**src/rtl/apb_dpmem_master.sv**
```systemverilog
// APB4 requester for the dual-port memory slave.
// Turns a valid/ready command stream into SETUP/ACCESS transfers.
`ifndef APB_ADDR_WIDTH
`define APB_ADDR_WIDTH 32
`endif
`ifndef APB_DATA_WIDTH
`define APB_DATA_WIDTH 32
`endif

package apb_dpmem_pkg;
    localparam int APB_AW = `APB_ADDR_WIDTH;
    localparam int APB_DW = `APB_DATA_WIDTH;
    localparam int APB_SW = APB_DW / 8;
    typedef logic [APB_AW-1:0] addr_t;
    typedef logic [APB_DW-1:0] data_t;
    typedef logic [APB_SW-1:0] strb_t;
endpackage

module apb_dpmem_master
    import apb_dpmem_pkg::*;
#(
    parameter int          ADDR_WIDTH     = APB_AW,
    parameter int          DATA_WIDTH     = APB_DW,
    parameter int          STRB_WIDTH     = DATA_WIDTH / 8,
    parameter int unsigned TIMEOUT_CYCLES = 16
) (
    input  logic                  PCLK,
    input  logic                  PRESETn,
    input  logic                  cmd_valid,
    output logic                  cmd_ready,
    input  logic                  cmd_write,
    input  logic [ADDR_WIDTH-1:0] cmd_addr,
    input  logic [DATA_WIDTH-1:0] cmd_wdata,
    input  logic [STRB_WIDTH-1:0] cmd_strb,
    output logic                  rsp_valid,
    input  logic                  rsp_ready,
    output logic [DATA_WIDTH-1:0] rsp_rdata,
    output logic                  rsp_err,
    output logic                  rsp_timeout,
    output logic                  PSEL,
    output logic                  PENABLE,
    output logic                  PWRITE,
    output logic [ADDR_WIDTH-1:0] PADDR,
    output logic [DATA_WIDTH-1:0] PWDATA,
    output logic [STRB_WIDTH-1:0] PSTRB,
    input  logic [DATA_WIDTH-1:0] PRDATA,
    input  logic                  PREADY,
    input  logic                  PSLVERR
);

    localparam int CW =
        (TIMEOUT_CYCLES > 1) ? $clog2(TIMEOUT_CYCLES + 1) : 1;
    localparam int unsigned TLIM =
        (TIMEOUT_CYCLES > 0) ? TIMEOUT_CYCLES - 1 : 0;

    typedef enum logic [1:0] {
        IDLE,
        SETUP,
        ACCESS,
        RESP
    } state_t;

    state_t          state_q;
    state_t          state_d;
    logic [CW-1:0]   wait_q;
    logic            accept;
    logic            done;
    logic            abort;

    logic                  psel_q;
    logic                  penable_q;
    logic                  pwrite_q;
    logic [ADDR_WIDTH-1:0] paddr_q;
    logic [DATA_WIDTH-1:0] pwdata_q;
    logic [STRB_WIDTH-1:0] pstrb_q;

    logic [DATA_WIDTH-1:0] rdata_q;
    logic                  err_q;
    logic                  to_q;

    always_comb begin
        state_d = state_q;
        accept  = 1'b0;
        done    = 1'b0;
        abort   = 1'b0;
        unique case (state_q)
            IDLE: begin
                if (cmd_valid) begin
                    accept  = 1'b1;
                    state_d = SETUP;
                end
            end
            SETUP: state_d = ACCESS;
            ACCESS: begin
                // a late PREADY on the limit cycle still completes
                if (PREADY) begin
                    done    = 1'b1;
                    state_d = RESP;
                end else if (TIMEOUT_CYCLES != 0 &&
                             wait_q == TLIM[CW-1:0]) begin
                    abort   = 1'b1;
                    state_d = RESP;
                end
            end
            RESP: begin
                if (rsp_ready) state_d = IDLE;
            end
            default: state_d = IDLE;
        endcase
    end

    always_ff @(posedge PCLK or negedge PRESETn) begin
        if (!PRESETn) state_q <= IDLE;
        else          state_q <= state_d;
    end

    always_ff @(posedge PCLK or negedge PRESETn) begin
        if (!PRESETn) begin
            psel_q    <= 1'b0;
            penable_q <= 1'b0;
        end else begin
            psel_q    <= (state_d == SETUP) || (state_d == ACCESS);
            penable_q <= (state_d == ACCESS);
        end
    end

    // reads never carry write data or strobes onto the bus
    always_ff @(posedge PCLK or negedge PRESETn) begin
        if (!PRESETn) begin
            pwrite_q <= 1'b0;
            paddr_q  <= '0;
            pwdata_q <= '0;
            pstrb_q  <= '0;
        end else if (accept) begin
            pwrite_q <= cmd_write;
            paddr_q  <= cmd_addr;
            pwdata_q <= cmd_write ? cmd_wdata : '0;
            pstrb_q  <= cmd_write ? cmd_strb : '0;
        end
    end

    always_ff @(posedge PCLK or negedge PRESETn) begin
        if (!PRESETn) begin
            wait_q <= '0;
        end else if (accept) begin
            wait_q <= '0;
        end else if (state_q == ACCESS && !PREADY && !abort) begin
            wait_q <= wait_q + CW'(1);
        end
    end

    always_ff @(posedge PCLK or negedge PRESETn) begin
        if (!PRESETn) begin
            rdata_q <= '0;
            err_q   <= 1'b0;
            to_q    <= 1'b0;
        end else if (done) begin
            rdata_q <= pwrite_q ? '0 : PRDATA;
            err_q   <= PSLVERR;
            to_q    <= 1'b0;
        end else if (abort) begin
            rdata_q <= '0;
            err_q   <= 1'b1;
            to_q    <= 1'b1;
        end
    end

    assign cmd_ready   = (state_q == IDLE);
    assign rsp_valid   = (state_q == RESP);
    assign rsp_rdata   = rdata_q;
    assign rsp_err     = err_q;
    assign rsp_timeout = to_q;

    assign PSEL    = psel_q;
    assign PENABLE = penable_q;
    assign PWRITE  = pwrite_q;
    assign PADDR   = paddr_q;
    assign PWDATA  = pwdata_q;
    assign PSTRB   = pstrb_q;

endmodule

```
**config.mk**
```make
export PLATFORM = sky130hd
export DESIGN_NAME = apb_dpmem_master
export DESIGN_NICKNAME = d
export VERILOG_FILES = /design/src/rtl/apb_dpmem_master.sv
export SDC_FILE = /design/constraint.sdc
export NUM_CORES = 1
export LEC_CHECK = 0
export ABC_AREA = 1
export CAP_MARGIN = 20
export CORE_UTILIZATION = 37
export DETAILED_ROUTE_END_ITERATION = 10
export PLACE_DENSITY = 0.83
export SLEW_MARGIN = 15
export SYNTH_ARGS = -nofsm -noshare
export SYNTH_HDL_FRONTEND = slang
export SYNTH_SLANG_ARGS = --single-unit
```
**constraint.sdc**
```tcl
create_clock -name PCLK -period 1.6 [get_ports PCLK]
set_input_delay 0.32 -clock PCLK [delete_from_list [all_inputs] [get_ports PCLK]]
set_output_delay 0.32 -clock PCLK [all_outputs]
set_load 0.1 [all_outputs]
```
# Word level (Yosys, flattened, before mapping)
# Index checks and enable logic that the tools add are counted.
[totals]
reg_bits = 112
inputBits = 107
out_inout_bits = 107
word_cells = 48
[classes]
add_sub_neg = 1
n_eq_ne = 6
mux = 22
reduce_logical = 8
[op_table]
columns = ["op", "count"]
rows = [
  ["2-to-1 mux 32 bit", 4],
  ["2-to-1 mux 1 bit", 10],
  ["2-to-1 mux 5 bit", 2],
  ["2-to-1 mux 2 bit", 4],
  ["one-hot mux 2 bit (4 select lines)", 1],
  ["== test 2 bit, second input constant", 3],
  ["adder 5 x 1 -> 5 bit, second input constant", 1],
  ["== test 5 x 4 -> 1 bit, second input constant", 1],
  ["== test 2 x 1 -> 1 bit, second input constant", 2],
  ["2-to-1 mux 4 bit", 1],
  ["nonzero test 2 bit", 2],
  ["logical AND 1 bit", 2],
  ["logical NOT 1 bit", 2],
  ["logical NOT 2 bit", 1],
  ["logical OR 1 bit", 1],
]

# Longest topological paths before layout
# Gate-level depths: netlist of run 1.
[depth]
word_depth = 8
depth_mapped = 10
ltp_nobuf = 10

# Worst setup path after synthesis of run 1
# No wires, ideal clock.
[synth_path]
path_type = "register -> register"
startpoint = "register state_q[1]"
endpoint = "register psel_q (netlist: PSEL)"
setup_ns = 0.113
t_arrival_ns = 1.634
required_time_ns = 1.487
slack_ns = -0.147
stages_incl_launch_ff = 8
path_buffers = 1
path_cell_list = "dfrtp_1 nor2_4 nand2_2 buf_6 inv_4 nor3_2 ha_1 inv_1"
[synth_rtl]
columns = ["element", "line_no", "source"]
rows = [
  ["start, declared", "63", "state_t state_q;"],
  ["start signal, assigned", "114", "else state_q <= state_d;"],
  ["logical NOT 2 bit (*)", "--", ""],
  ["via cmd_ready", "30", "output logic cmd_ready,"],
  ["one-hot mux 2 bit (4 select lines) (*)", "86", "unique case (state_q)"],
  ["== test 2 x 1 -> 1 bit or == test 2 bit (tied branches)", "122", "psel_q <= (state_d == SETUP) || (state_d == ACCESS);"],
  ["logical OR 1 bit (*)", "122", ""],
  ["end signal, assigned", "122", ""],
  ["end, declared", "70", "logic psel_q;"],
]
# The timed path passes the listed nets; every way through them passes the cells marked *.
# A chain may end at the register's enable or synchronous reset.

# Final worst setup path of run 1
[layout_path]
startpoint = "register wait_q[1]"
endpoint = "register rdata_q[2] (netlist: rsp_rdata[2])"
[layout_via]
elab_chain_cells = 5
[layout_rtl]
columns = ["element", "line_no", "source"]
rows = [
  ["start, declared", "65", "logic [CW-1:0] wait_q;"],
  ["start signal, assigned", "148", "wait_q <= wait_q + CW'(1);"],
  ["== test 5 x 4 -> 1 bit", "100", "wait_q == TLIM[CW-1:0]) begin"],
  ["2-to-1 mux 1 bit", "99", "end else if (TIMEOUT_CYCLES != 0 &&"],
  ["2-to-1 mux 1 bit", "96", "if (PREADY) begin"],
  ["2-to-1 mux 1 bit", "86", ""],
  ["nonzero test 2 bit (no source line)", "--", ""],
  ["end signal, assigned", "158", "rdata_q <= pwrite_q ? '0 : PRDATA;"],
  ["end, declared", "77", "logic [DATA_WIDTH-1:0] rdata_q;"],
]
# Every way passes these cells.

==> results.yml, run 1 <==
timing:
  hold_violations: 0
  finalSetupViolations: 4
  relSlewSlack_pct: 58.3
  skew_ps: 10.2
  tightestPinTransition_ps: 626
  max_freq_ghz: 0.609
  period_minus_slack_ps: 1640
  finalMaxSlewViolations: 0
  fin_crit_sh_pct: 103
  rsz0062_at_grt: "yes"
  worst_slack_ps: -42.8
outcome:
  violations: "setup timing"
  status: "finished with violations"
clocking:
  cts.htree.levels: 3
  cts_tree: "built"
  cts-root-buf: "clkbuf_16"
  cts_inserted_buffers: 9
  clkLatencyLatePin_ps: 350
  cts_buffer_depth: 2
  path_clk_slew_ps: 80
  cts.sink_count: 112
global_route:
  antenna_found_initial: 0
  grt_pass1_wl_um: 21100
  grt_pass1_vias: 4278
  grt_overflow_total: 0
  grt_max_degree: 110
  track_usage_pct: 21.3
drt:
  wire_per_inst_um: 16.0
  drt_iter0_drc: 286
  drtPass1Iterations: 4
  ant_nets: 0
  drc: 0
  num_vias: 4191
  finalWirelength_um: 13700
  via_per_inst: 4.88
final_layout:
  n_antenna_cell: 0
  regArea_mm2: 0.00281
  fill_cells: 781
  fin_cells: 859
  area_growth_pct: 87.0
  multi_input_area_mm2: 0.00161
  drive_above_1_share_pct: 27.1
  nets: 821
  design_area_mm2: 0.00843
floorplan:
  fp.dieH_um: 112
  rows: 39
  start_util_pct: 38.7
  die_area_mm2: 0.0126
  dieWidth_um: 112
  io_pins: 214
  coreArea_mm2: 0.0117
setup_path:
  cp_cell_sequence: "ha_2 > nand2_2 > nor2_2 > ha_2 > nor2_4 > nor2_4 > inv_4 > clkbuf_16 > nand2_1 > o21ai_1"
  path_delay_family: "adder cells"
  path_buf_inv: 2
  slowest_stage: "dfrtp_1"
  cpPeakStageDelay_ps: 360
  reg2reg_slack_ps: -40
  critPathMaxFanout: 12
  cp-end-kind: "register"
  start_kind: "register"
  critPathRequiredTime_ps: 1820
  crit_type: "reg2reg"
  crit_arrival_ps: 1870
logic_synthesis:
  avgSynthCellArea_um2: 9.11
  synth_seq_cells: 112
  syn_inst: 495
  syn_area_mm2: 0.00451
  synth_cell_type_count: 23
  ys_seq_area_share_pct: 62.1
  syn_nets: 605
  synth_warnings: 0
placed_design:
  gp_congestion: 0.803
  preCtsSetupSlack_ps: -149
  dp_cells: 837
  port_buffers: 213
  placed_area_mm2: 0.00791
  hpwl_um: 9650
min_path:
  hp-class: "in2async"
run:
  max-cap-violations: 0
-- repair_timing --
| action | 4_1_cts | 5_1_grt |
|---|---|---|
| endpoints found under the hold margin | 3 | 0 |
| hold buffers | 1 | 0 |
| pin swaps | 3 | 2 |
| cloned | 0 | 2 |
| setup endpoints to repair | 36 | 38 |
| setup buffers | 2 | 1 |
| gates resized for setup | 5 | 41 |
-- cell usage in the layout (no fill, tap or decap), drive strengths merged, types with 3 or more instances in the layout --
cell / instances
nand2: 245
buf: 125
dfrtp: 112
clkdlybuf4s50: 105
o21ai: 71
inv: 15
nor2: 13
clkbuf: 11
nand3: 4
ha: 3
-- registers in the layout (all words and copies together), names as in the netlist --
register	count
PSEL	1
PWDATA	32
rsp_rdata	32
PSTRB	4
PADDR	32
state_q	2
PENABLE	1
PWRITE	1
rsp_err	1
wait_q	5
rsp_timeout	1
-- path summary, 6_finish.rpt --
kind	startpoint	end	cells after the start
max in group asynchronous	PRESETn	PWRITE	3
max	wait_q[1]	rsp_rdata[2]	10
min in group PCLK	cmd_addr[19]	PADDR[19]	3
min	PRESETn	rsp_rdata[18]	2
min reg2reg	PADDR[7]	PADDR[7]	2
max reg2reg	wait_q[1]	rsp_rdata[2]	10
-- metrics by stage --
stage | hold WS (ps) | util, % | TNS (ps)
floorplan | 24.4 | - | -2430
global placement | 123 | 67.8 | -77.5
detailed placement | 127 | 67.8 | -704
CTS | 286 | 70.8 | -5.07
global route | 316 | 72.3 | -2520
finish | 328 | 72.3 | -69.4
-- area by class of cell --
type | instances | share of cell area [%]
timing repair buffer | 233 | 41.1
sequential | 112 | 33.3
multi-input combinational | 342 | 19.1
clock buffer | 9 | 2.67
tap | 143 | 2.12
clock inverter | 7 | 1.02
inverter | 13 | 0.712
-- kinds of logic (layout without fill, tap and decap cells) --
| family | after synthesis | after routing | synth area share (%) |
|---|---|---|---|
| compound gates | 75 | 75 | 9.07 |
| fa+ha+maj | 3 | 3 | 0.832 |
| buf+inv | 41 | 262 | 5.08 |
| xor+xnor | 1 | 1 | 0.194 |
| flops | 112 | 112 | 62.1 |
| simple gates | 263 | 263 | 22.7 |
-- Yosys cell counts, drive strengths merged --
| library cell | count | area [um2] |
|---|---|---|
| o22ai | 1 | 6.26 |
| a21oi | 2 | 10.0 |
| ha | 3 | 37.5 |
| xor2 | 1 | 8.76 |
| nor2 | 13 | 66.3 |
| inv | 13 | 51.3 |
| dfrtp | 112 | 2800 |
| nor3 | 1 | 10.0 |
| o21a | 1 | 7.51 |
| o21ai | 71 | 385 |
| buf | 22 | 155 |
| nand3 | 4 | 20.0 |
| clkbuf | 6 | 22.5 |
| nand2 | 245 | 927 |
-- layer usage --
metal,GRT usage [%],routed length [um],up-vias
li1,-,-,1982
met2,37.8,7170,186
met1,23.6,5120,1995
met3,7.07,1090,28
met4,7.82,360,0
met5,0,0,-
Power of run 1 is not shown: default switching activity piles up to over one toggle a cycle in this logic, so the estimate is an artifact.
==> run 2: changes to the inputs <==
- CTS_CLUSTER_DIAMETER: unset -> 60
==> results of run 2 <==
Same layout as run 1: the final DEF is identical, and so are final timing and power.
Power of run 2 is left out for the same reason.
==> run 3: changes to the inputs <==
--- a/config.mk
+++ b/config.mk
@@ -9,6 +9,8 @@
 export CAP_MARGIN = 20
-export CORE_UTILIZATION = 37
+export CORE_MARGIN = 3
+export CORE_UTILIZATION = 45
 export CTS_CLUSTER_DIAMETER = 60
 export DETAILED_ROUTE_END_ITERATION = 10
-export PLACE_DENSITY = 0.83
+export DONT_BUFFER_PORTS = 1
+export PLACE_DENSITY = 0.68
 export SLEW_MARGIN = 15
--- a/constraint.sdc
+++ b/constraint.sdc
@@ -3,2 +3,2 @@
 set_output_delay 0.32 -clock PCLK [all_outputs]
-set_load 0.1 [all_outputs]
+set_load 0.005 [all_outputs]
==> run 3 against run 2 <==
  * The run ends with hold timing left
  * First-iteration DRC count decreased by 20%
  * Sequential cell count unchanged
  * Global-route usage decreased by 3.5 points
  * Setup slack improved by 56 ps
  * Via count decreased by 23%
  * Non-clock buffer count decreased by 220
  * Critical path type unchanged
==> results.yml, run 3 (synthesis gave the netlist of run 1 again) <==
setup_path:
  cpPeakStageDelay_ps: 400
  reg2reg_slack_ps: 10
  slowest_stage: "dfrtp_1"
  path_buf_inv: 1
  cp-end-kind: "register"
  r2r-end: "PSEL"
  start_kind: "register"
  cpMostUsedCell: "ha_2"
  crit_type: "reg2reg"
  critPathRequiredTime_ps: 1910
  cp_cell_sequence: "ha_2 > nand2_1 > nor2_1 > ha_2 > nor2_2 > nor2_4 > nor3_4 > ha_1 > inv_1"
  critPathMaxFanout: 3
  reg2reg_depth: 9
  crit_arrival_ps: 1900
  worstReg2RegStart: "wait_q[0]"
  path_delay_family: "adder cells"
power:
  p_comb_share_pct: 25.7
  pwr-share-clk_pct: 20.1
  ir_drop_uv: 786
  power_frac_seq_pct: 54.2
  p_leak_nw: 2.45
  p_int_mw: 6.02
  power_density_mw_per_mm2: 1940
  swShare_pct: 36.7
  p_total_mw: 9.51
  p_switching_mw: 3.49
placed_design:
  gp_congestion: 0.743
  hpwl_um: 7090
  dp_cells: 608
  port_buffers: 0
final_layout:
  n_antenna_cell: 0
  drive_above_1_share_pct: 10.1
  final_common_cell: "nand2_1"
  area_growth_pct: 8.57
  fin_cells: 625
  most-common-layout-cells: "nand2_1, dfrtp_1, o21ai_1"
  nets: 601
clocking:
  cts-root-buf: "clkbuf_8"
  cts_buffer_depth: 2
  path_clk_slew_ps: 100
  cts.htree.levels: 3
  clkLatencyLatePin_ps: 360
  cts.sink_count: 112
  cts_tree: "built"
  cts_inserted_buffers: 9
drt:
  drc: 0
  via_per_inst: 5.13
  ant_nets: 0
  drt_iter0_drc: 228
  finalWirelength_um: 10100
  wire_per_inst_um: 16.1
  drtPass1Iterations: 5
  num_vias: 3207
floorplan:
  dieWidth_um: 106
  fp.dieH_um: 106
  coreArea_mm2: 0.00950
  start_util_pct: 47.5
  io_pins: 214
  die_area_mm2: 0.0113
  rows: 35
timing:
  period_minus_slack_ps: 1590
  max_freq_ghz: 0.630
  hold_violations: 112
  relSlewSlack_pct: 78.4
  skew_ps: 10.5
  finalMaxSlewViolations: 0
  fin_crit_sh_pct: 99.2
  tightestPinTransition_ps: 322
  hold_slack_ps: -362
  finalSetupViolations: 0
  rsz0062_at_grt: "yes"
min_path:
  hp-class: "in2async"
outcome:
  status: "finished with violations"
  violations: "hold timing"
global_route:
  grt_max_degree: 113
  track_usage_pct: 17.8
  grt_pass1_wl_um: 16100
  grt_overflow_total: 0
  grt_pass1_vias: 3282
  antenna_found_initial: 0
run:
  max-cap-violations: 0
[run 3: cell count changes in the layout (fill, tap and decap cells not counted), moves of 2 or more]
| cell | before | now |
|---|---|---|
| clkbuf_16 | 11 | 0 |
| buf_12 | 113 | 4 |
| clkbuf_8 | 0 | 10 |
| o21ai_0 | 1 | 3 |
| o21ai_1 | 54 | 60 |
| clkdlybuf4s50_1 | 105 | 0 |
| dfrtp_1 | 109 | 112 |
| nand2_1 | 225 | 242 |
| o21ai_2 | 16 | 8 |
| clkinv_4 | 2 | 0 |
| dfrtp_2 | 3 | 0 |
| buf_4 | 11 | 9 |
| nand2_2 | 12 | 2 |
| nand2_4 | 8 | 1 |
[run 3: what timing repair did]
item	4_1_cts	5_1_grt
cloned	0	0
resized for setup	3	3
pin swaps	4	0
setup buffers	0	1
setup endpoints to repair	2	36
endpoints found under the hold margin	112	112
[run 3: through the flow]
step | area [um2] | setup slack, ps | TNS [ps] | utilization (%)
floorplan | 4510 | 22.1 | 0 | -
global placement | 4640 | -10.4 | -10.4 | 48.8
detailed placement | 4640 | -85.4 | -85.4 | 48.8
CTS | 4890 | 15.8 | 0 | 51.4
global route | 4900 | -96.2 | -2190 | 51.5
finish | 4900 | 12.8 | 0 | 51.5
[run 3: area by class of cell]
cell class | instances | area (um2)
clock buffer | 10 | 138
clock inverter | 6 | 96.3
fill | 908 | 4610
inverter | 13 | 51.3
multi-input combinational | 342 | 1500
sequential | 112 | 2800
tap | 129 | 161
timing repair buffer | 13 | 148
[run 3: worst max path at each step]
stage	start	end	slack, ps	cells past startpoint
CTS	wait_q[0]	PSEL	20	9
floorplan	wait_q[0]	PSEL	20	9
detailed placement	wait_q[0]	PSEL	-90	9
global placement	wait_q[0]	PSEL	-10	9
global route	wait_q[0]	rsp_rdata[17]	-100	10
finish	wait_q[0]	PSEL	10	9
[run 3: power by group through the flow]
stage / registers, mW / logic, mW / clock network, mW
3_3_place_gp: 5.19 / 2.28 / 0
6_report: 5.15 / 2.45 / 1.91
2_1_floorplan: 4.88 / 1.97 / 0
3_5_place_dp: 5.21 / 2.46 / 0
4_1_cts: 5.18 / 2.46 / 1.99
5_1_grt: 5.31 / 2.88 / 2.09
[run 3: routing by layer]
layer,track usage [%],routed length (um)
met2,28.0,4620
met3,6.98,1170
met5,0,0
met1,22.2,4120
met4,6.66,175
[run 3: worst reg2reg max path: cells and delay by family, from the launching register on]
| family | cells | cell delay, ps |
|---|---|---|
| buf+inv | 1 | 50 |
| simple gates | 5 | 470 |
| flops | 1 | 400 |
| fa+ha+maj | 3 | 620 |
No activity file was read; power rests on OpenSTA's default activity.
